[src/rtl/alu_pkg.sv]
// alu_pkg: opcodes, FSM state encoding and data width shared by the ALU execute stage
package alu_pkg;
  localparam int DW = 8;
  localparam logic [3:0] OP_ADD  = 4'd0;
  localparam logic [3:0] OP_ADC  = 4'd1;
  localparam logic [3:0] OP_SUB  = 4'd2;
  localparam logic [3:0] OP_SBC  = 4'd3;
  localparam logic [3:0] OP_PASS = 4'd4;
  typedef enum logic [1:0] {
    ST_IDLE = 2'd0,
    ST_EXEC = 2'd1,
    ST_RESP = 2'd2
  } st_e;
endpackage

[src/rtl/alu_regfile.sv]
// alu_regfile: NREG x DW registers, two combinational read ports, one synchronous write port
module alu_regfile
  import alu_pkg::*;
#(
  parameter int NREG = 4,
  parameter int RA_W = $clog2(NREG)
) (
  input  logic            clk,
  input  logic            rst_n,
  input  logic            we,
  input  logic [RA_W-1:0] wa,
  input  logic [DW-1:0]   wd,
  input  logic [RA_W-1:0] ra0,
  output logic [DW-1:0]   rd0,
  input  logic [RA_W-1:0] ra1,
  output logic [DW-1:0]   rd1
);
  logic [DW-1:0] r_mem [NREG];
  assign rd0 = r_mem[ra0];
  assign rd1 = r_mem[ra1];
  always_ff @(posedge clk or negedge rst_n)
    if (!rst_n)
      for (int i = 0; i < NREG; i++) r_mem[i] <= '0;
    else if (we)
      r_mem[wa] <= wd;
endmodule

[src/rtl/alu_exec.sv]
// alu_exec: execute/writeback stage feeding an external combinational 8-bit ALU.
// Define ALU_EXEC_BACK2BACK_EN to accept the next instruction while the result is consumed.
module alu_exec
  import alu_pkg::*;
#(
  parameter int NREG = 4,
  parameter int RA_W = $clog2(NREG)
) (
  input  logic            clk,
  input  logic            rst_n,
  input  logic            in_valid,
  output logic            in_ready,
  input  logic [3:0]      in_op,
  input  logic [RA_W-1:0] in_rd,
  input  logic [RA_W-1:0] in_rs,
  input  logic [DW-1:0]   in_imm,
  input  logic            in_use_imm,
  output logic [DW-1:0]   alu_a,
  output logic [DW-1:0]   alu_b,
  output logic            alu_carry,
  output logic [3:0]      alu_op,
  input  logic [DW-1:0]   alu_c,
  input  logic            alu_carry_out,
  input  logic            alu_zero,
  output logic            out_valid,
  input  logic            out_ready,
  output logic [DW-1:0]   out_data,
  output logic            out_carry,
  output logic            out_zero
);
  st_e             r_state;
  logic [DW-1:0]   r_a, r_b, r_res;
  logic [3:0]      r_op;
  logic [RA_W-1:0] r_rd;
  logic            r_cin, r_carry, r_zero;
  logic [DW-1:0]   w_ra, w_rb;
  logic            w_acc;
  alu_regfile #(.NREG(NREG), .RA_W(RA_W)) u_rf (
    .clk(clk), .rst_n(rst_n),
    .we(r_state == ST_EXEC), .wa(r_rd), .wd(alu_c),
    .ra0(in_rd), .rd0(w_ra),
    .ra1(in_rs), .rd1(w_rb)
  );
`ifdef ALU_EXEC_BACK2BACK_EN
  assign in_ready = rst_n && (r_state == ST_IDLE || (r_state == ST_RESP && out_ready));
`else
  assign in_ready = rst_n && r_state == ST_IDLE;
`endif
  assign w_acc     = in_valid && in_ready;
  assign alu_a     = r_a;
  assign alu_b     = r_b;
  assign alu_op    = r_op;
  assign alu_carry = r_cin;
  assign out_valid = r_state == ST_RESP;
  assign out_data  = r_res;
  assign out_carry = r_carry;
  assign out_zero  = r_zero;
  // Acceptance only happens in IDLE or a consumed RESP, so it takes priority over the state walk.
  always_ff @(posedge clk or negedge rst_n)
    if (!rst_n) begin
      r_state <= ST_IDLE;
      r_a     <= '0;
      r_b     <= '0;
      r_op    <= '0;
      r_rd    <= '0;
      r_cin   <= 1'b0;
      r_res   <= '0;
      r_carry <= 1'b0;
      r_zero  <= 1'b0;
    end else if (w_acc) begin
      r_a     <= w_ra;
      r_b     <= in_use_imm ? in_imm : w_rb;
      r_op    <= in_op;
      r_rd    <= in_rd;
      r_cin   <= r_carry;
      r_state <= ST_EXEC;
    end else begin
      case (r_state)
        ST_IDLE: r_state <= ST_IDLE;
        ST_EXEC: begin
          r_res   <= alu_c;
          r_carry <= alu_carry_out;
          r_zero  <= alu_zero;
          r_state <= ST_RESP;
        end
        ST_RESP: r_state <= out_ready ? ST_IDLE : ST_RESP;
        default: r_state <= ST_IDLE;
      endcase
    end
endmodule

[config.mk]
export PLATFORM = sky130hd
export DESIGN_NAME = alu_exec
export DESIGN_NICKNAME = d
export VERILOG_FILES = /design/src/rtl/alu_pkg.sv /design/src/rtl/alu_regfile.sv /design/src/rtl/alu_exec.sv
export SDC_FILE = /design/constraint.sdc
export NUM_CORES = 1
export LEC_CHECK = 0
export ABC_AREA = 1
export CORE_ASPECT_RATIO = 1.4
export CORE_UTILIZATION = 46
export DETAILED_ROUTE_END_ITERATION = 7
export PLACE_DENSITY_LB_ADDON = 0.08
export SLEW_MARGIN = 20
export SYNTH_ARGS = -nofsm -noshare
export SYNTH_HDL_FRONTEND = slang
export SYNTH_SLANG_ARGS = --single-unit
[constraint.sdc]
create_clock -name clk -period 1.45 [get_ports clk]
set_input_delay 0.435 -clock clk [delete_from_list [all_inputs] [get_ports clk]]
set_output_delay 0.435 -clock clk [all_outputs]
set_load 0.05 [all_outputs]
=== Word-level counts from Yosys, hierarchy flattened ===
Index checks and enable logic that the tools add are counted.

* Muxes and demuxes: 13
* Equality and inequality tests: 2
* Bitwise logic cells: 4
* Reduce and logical (&&, ||, !) cells: 5
* Order comparisons: 4

{| class="wikitable"
|+ Operators with widths
! cell !! count
|-
| 8-bit 2-to-1 mux || 6
|-
| 8-bit binary-select mux with 2-bit select || 2
|-
| 32-bit bitwise mux || 1
|-
| 8-bit demux with 2-bit select || 1
|-
| 3-bit greater-or-equal comparator (second input constant) || 3
|-
| 2-bit inverter with 3-bit output || 3
|-
| 2-bit 2-to-1 mux || 2
|-
| 2-bit one-hot mux with 2 select lines || 1
|-
| 1-bit logical AND || 3
|-
| 3-bit by 1-bit < comparator with 1-bit output (second input constant) || 1
|-
| 2-bit by 1-bit == test with 1-bit output (second input constant) || 1
|-
| 2-bit == test (second input constant) || 1
|-
| 2-bit logical NOT || 1
|-
| 2-bit AND reduction || 1
|-
| 1-bit inverter || 1
|}

* Input port bits: 31
* Output and inout bits: 33
* Flip-flop bits (word level): 67
* Logic and storage cells: 41

=== Logic depth before layout (Yosys ltp) ===
* Depth after elaboration: 6
* Depth in mapped cells: 9
* Mapped depth without buffers: 8

=== Hierarchy ===
From an unflattened synthesis, not the netlist that was laid out.

* Cell total of the unflattened synthesis: 476
* Area, all modules: 3,533.4 sq um

{| class="wikitable"
|+ Modules (own cells, without submodules)
! module !! area each (sq um) !! times used !! cells an instance
|-
| alu_regfile || 2,054.5 || 1 || 297
|-
| alu_exec || 1,478.9 || 1 || 179
|}

=== Worst setup path before layout ===
OpenSTA, ideal clock, no wires.

* Path kind: register -> register
* From: register r_state[0]
* To: register r_a[3], in the netlist alu_a[3]
* Path buffers: 1
* Period minus slack after synthesis: 1.598 ns
* Arrival: 1.529 ns
* Stages on the path, launching flop included: 10
* Setup time: 0.069 ns
* Setup slack: -0.148 ns
* Cells stage by stage: dfrtp_1 inv_1 ha_1 nand2_1 inv_1 nand2_2 inv_1 buf_4 nand3_1 nand3_1

* Cells in the longest elaborated chain, start to end: 3

{| class="wikitable"
|+ Ends and longest elaborated chain
! what !! line !! source
|-
| start, declared || alu_exec.sv:31 || <nowiki>st_e r_state;</nowiki>
|-
| start signal, assigned || alu_exec.sv:86 || <nowiki>ST_RESP: r_state <= out_ready ? ST_IDLE : ST_RESP;</nowiki>
|-
| 2-bit logical NOT || alu_exec.sv:47 || <nowiki>assign in_ready = rst_n && r_state == ST_IDLE;</nowiki>
|-
| 1-bit logical AND || alu_exec.sv:47 ||
|-
| net in_ready || alu_exec.sv:12 || <nowiki>output logic in_ready,</nowiki>
|-
| 1-bit logical AND || alu_exec.sv:49 || <nowiki>assign w_acc = in_valid && in_ready;</nowiki>
|-
| net w_acc || alu_exec.sv:37 || <nowiki>logic w_acc;</nowiki>
|-
| end signal, assigned || alu_exec.sv:71 || <nowiki>r_a <= w_ra;</nowiki>
|-
| end, declared || alu_exec.sv:32 || <nowiki>logic [DW-1:0] r_a, r_b, r_res;</nowiki>
|}

The timed path passes the listed nets, and every way through them passes these cells.
A chain may end at the register's enable or synchronous reset.

=== Worst setup path in the final report ===
* From: register r_state[1]
* To: output in_ready

* Cells in the longest elaborated chain, start to end: 2

{| class="wikitable"
|+ Ends and longest elaborated chain
! what !! line
|-
| 2-bit logical NOT || alu_exec.sv:47
|-
| 1-bit logical AND || alu_exec.sv:47
|-
| end, declared || alu_exec.sv:12
|}

No other way between the ends.

==> results.cfg <==
[synth]
synth.cells.most_frequent = sky130_fd_sc_hd__nand2_1 (181), sky130_fd_sc_hd__dfrtp_1 (67), sky130_fd_sc_hd__nor2_1 (33)
ys_seq_area_share_pct = 53.1
synth-edff-count = 0
synth_top_area_cell = sky130_fd_sc_hd__dfrtp_1
async_reset_ff_share_pct = 100
netlist_instances = 408
synth_cell_types = 18
main_area_contributors_after_synthesis = sky130_fd_sc_hd__dfrtp_1 (53%), sky130_fd_sc_hd__nand2_1 (22%), sky130_fd_sc_hd__o21ai_1 (5.1%)
postSynthRegisterBits = 67
leading_cell_type_by_number_of_instances_after_synthesis = sky130_fd_sc_hd__nand2_1
post_synth_instance_area_mm2 = 0.00316
synthesis.yosys.warnings = 0
synth.avg_cell_area_um2 = 7.73
synthesis.nets = 442
netlist.area_leader.share_pct = 53.1
dominantRegCellSynth = sky130_fd_sc_hd__dfrtp_1

[sta]
hold_ws_ns = 0.333
layout_min_cycle_time_ns = 1.68
final.setup.tns_ns = -1.80
slew_headroom_pct = 44.0
report.final.hold_viol_count = 0
max_clock_freq_mhz = 594
timing.final.max_slew_violations = 0
post_route_clock_period_utilization_pct = 116
fin_skew_ns = 0.00703
fin_ws_ns = -0.233
setup_viol_count_final = 37
tightest_slew_ns = 0.840
unrepaired_setup_endpoints_after_global_routing = yes

[place]
placement.io_buffers = 63
dp.cells = 556
post-place-ws_ns = -0.180
gpl.final_weighted_congestion = 0.847
hpwl_after_detailed_placement_um = 5060

[worst_setup_path]
r2r_slack_ns = -0.08
reg2reg_from = r_state[1]
cp-startpoint = r_state[1]
timing.critical_path.slowest_stage_cell = sky130_fd_sc_hd__dfrtp_1
timing.reg2reg.worst_path_depth = 8
worst_path_largest_cell_delay_ns = 0.37
cp-endpoint = in_ready
timing.setup.critical_path_class = reg2out
worstSetupStartpointType = flop
critical_path_arrival_ns = 1.25
critPathMaxFanout = 2
end_of_the_worst_register_to_register_path = u_rf.r_mem[23]
timing.critical_path.cells = inv_2 -> ha_4 -> nand2_4 -> clkinvlp_4 -> buf_12
required_ns = 1.02
cp-end-kind = output port

[power]
p_total_mw = 8.13
power.ir.vdd_worst_mv = 1.22
power.static_leakage_nw = 2.35
power_per_cell_area_mw_per_mm2 = 1650

[layout]
antenna-diode-count = 0
proportion_of_layout_cells_with_a_drive_suffix_above_1_pct = 26.5
finalNonFillerCells = 586
multi_input_area_mm2 = 0.00155
post_layout_nets = 523
sequential_cell_area_mm2 = 0.00168
fillers = 479
layout-area-overhead-vs-synth_pct = 56.1

[global_routing]
grt_pass1_wl_um = 13200
grt_start_max_net_pins = 68
grtUsageMet1_pct = 29.4
gr-usage-met3_pct = 4.32
grt_pass1_vias = 2803
initial_antenna_violation_count = 0
grt.busiest_layer = met2
global_route.usage.total_pct = 23.9
grt-ovfl-total = 0
use_met2_pct = 40.2

[clock_tree]
cts_root_buffer = sky130_fd_sc_hd__clkbuf_8
cts.htree.levels = 3
cts-buffers-inserted = 9
clock_sink_count = 67
cts_max_path_buffers = 2
cts.reportedPaths.clkPinSlew_ns = 0.07
insertion_delay_ns = 0.35
cts_tree = built

[run]
drv_cap = 0

[die]
fp-row-count = 35
io_pins = 64
design.die.area_mm2 = 0.00720
area_of_the_placeable_core_mm2 = 0.00661
chipHeight_um = 100
floorplan.initialDensity_pct = 47.7
floorplan.die.width_um = 72

[drt]
drtAntennaViolNets = 0
first_iter_violations = 108
wirelength_per_cell_um = 14.7
num_vias = 2939
drt-total-wl_um = 8610
firstDrtPassIters = 4
detail_route.drc_violations = 0
average_via_count_per_standard_cell = 5.02

[min_path]
min-delay-path-class = in2async

[outcome]
failing_checks = negative setup slack
outcome = finished, violations left
-- where the power goes --
group          leakage [nW]  switching (mW)  internal (mW)
combinational          1.43            1.62           1.46
clock                 0.121           0.729           1.15
sequential            0.804           0.689           2.48
total                  2.35            3.04           5.09
-- layout make-up --
type,count,share of cell area [%]
well taps,92,2.34
flip-flops and latches,67,34.0
clock inverters,6,2.29
inverters,23,1.88
multi-input cells,303,31.5
repair buffers,85,25.4
clock buffers,10,2.59
-- state kept, by name, indices dropped and copies added (netlist names) --
name	flops
alu_b	8
alu_a	8
out_carry	1
r_rd	2
out_data	8
alu_op	4
r_state	2
u_rf.r_mem	32
alu_carry	1
out_zero	1
-- kinds of logic after synthesis --
family                     count (synthesis)  share of synthesized area (%)
AOI/OAI and AO/OA                         47                           7.45
adders and majority gates                  3                           1.19
buffers and inverters                     42                           6.30
DFF                                       67                           53.1
muxes                                      1                          0.357
and+or+nand+nor                          248                           31.6
-- stage by stage --
| stage | util (%) | cell area [um^2] |
|---|---|---|
| 6_report | 74.5 | 4930 |
| 5_1_grt | 74.5 | 4930 |
| 4_1_cts | 70.7 | 4680 |
| 3_5_place_dp | 64.8 | 4290 |
| 3_3_place_gp | 64.8 | 4290 |
| 2_1_floorplan | - | 3200 |
-- worst min-delay path by stage --
stage                         startpoint             end  slack [ns]  cells past startpoint
after global routing               rst_n        alu_b[7]        0.41                      2
after CTS                          rst_n  u_rf.r_mem[20]        0.36                      2
after global placement    u_rf.r_mem[31]  u_rf.r_mem[31]        0.50                      2
after detailed placement  u_rf.r_mem[31]  u_rf.r_mem[31]        0.51                      2
final                              rst_n       alu_carry        0.33                      2
after floorplan                    rst_n        alu_a[0]        0.14                      0
-- cell usage in the layout, fill, tap and decap left out --
master	n
sky130_fd_sc_hd__o21ai_0	3
sky130_fd_sc_hd__clkbuf_16	4
sky130_fd_sc_hd__a21oi_1	9
sky130_fd_sc_hd__nand2_1	159
sky130_fd_sc_hd__nand2_2	21
sky130_fd_sc_hd__clkinv_2	1
sky130_fd_sc_hd__buf_6	3
sky130_fd_sc_hd__ha_4	2
sky130_fd_sc_hd__buf_2	1
sky130_fd_sc_hd__mux2_4	1
sky130_fd_sc_hd__inv_4	1
sky130_fd_sc_hd__nand2_4	1
sky130_fd_sc_hd__nand3_2	3
sky130_fd_sc_hd__a21oi_2	1
sky130_fd_sc_hd__inv_1	18
sky130_fd_sc_hd__clkbuf_8	9
sky130_fd_sc_hd__nand3_1	25
sky130_fd_sc_hd__dfrtp_1	67
sky130_fd_sc_hd__buf_12	37
sky130_fd_sc_hd__clkdlybuf4s50_1	29
sky130_fd_sc_hd__nand2_8	1
sky130_fd_sc_hd__nor2_2	10
sky130_fd_sc_hd__clkinvlp_4	1
sky130_fd_sc_hd__bufinv_16	3
sky130_fd_sc_hd__inv_2	3
sky130_fd_sc_hd__clkbuf_1	1
sky130_fd_sc_hd__nor2_1	24
sky130_fd_sc_hd__inv_6	1
sky130_fd_sc_hd__clkinv_4	1
sky130_fd_sc_hd__o21ai_2	7
sky130_fd_sc_hd__o21ai_1	27
sky130_fd_sc_hd__buf_4	11
sky130_fd_sc_hd__ha_1	1
sky130_fd_sc_hd__nand3_4	8
-- critical path: cells and delay by family, from the launching register on --
kind                     cells  cell delay (ns)
flip-flops                   1             0.37
buffers and inverters        3             0.31
adder cells (fa/ha/maj)      1             0.16
AND/OR/NAND/NOR              1             0.05
-- routing by layer --
metal	share of wire [%]	vias up
met5	0	-
li1	-	1452
met4	2.5	0
met3	4.2	18
met1	40	1380
met2	53	89
-- timing repair --
item                                    4_1_cts  5_1_grt
setup buffers                                 3        4
hold buffers                                  0        0
gates resized for setup                      14       45
endpoints found under the setup margin       34       50
cloned                                        4        4
pin swaps                                     2        7
Power figures use the tool's default switching activity.
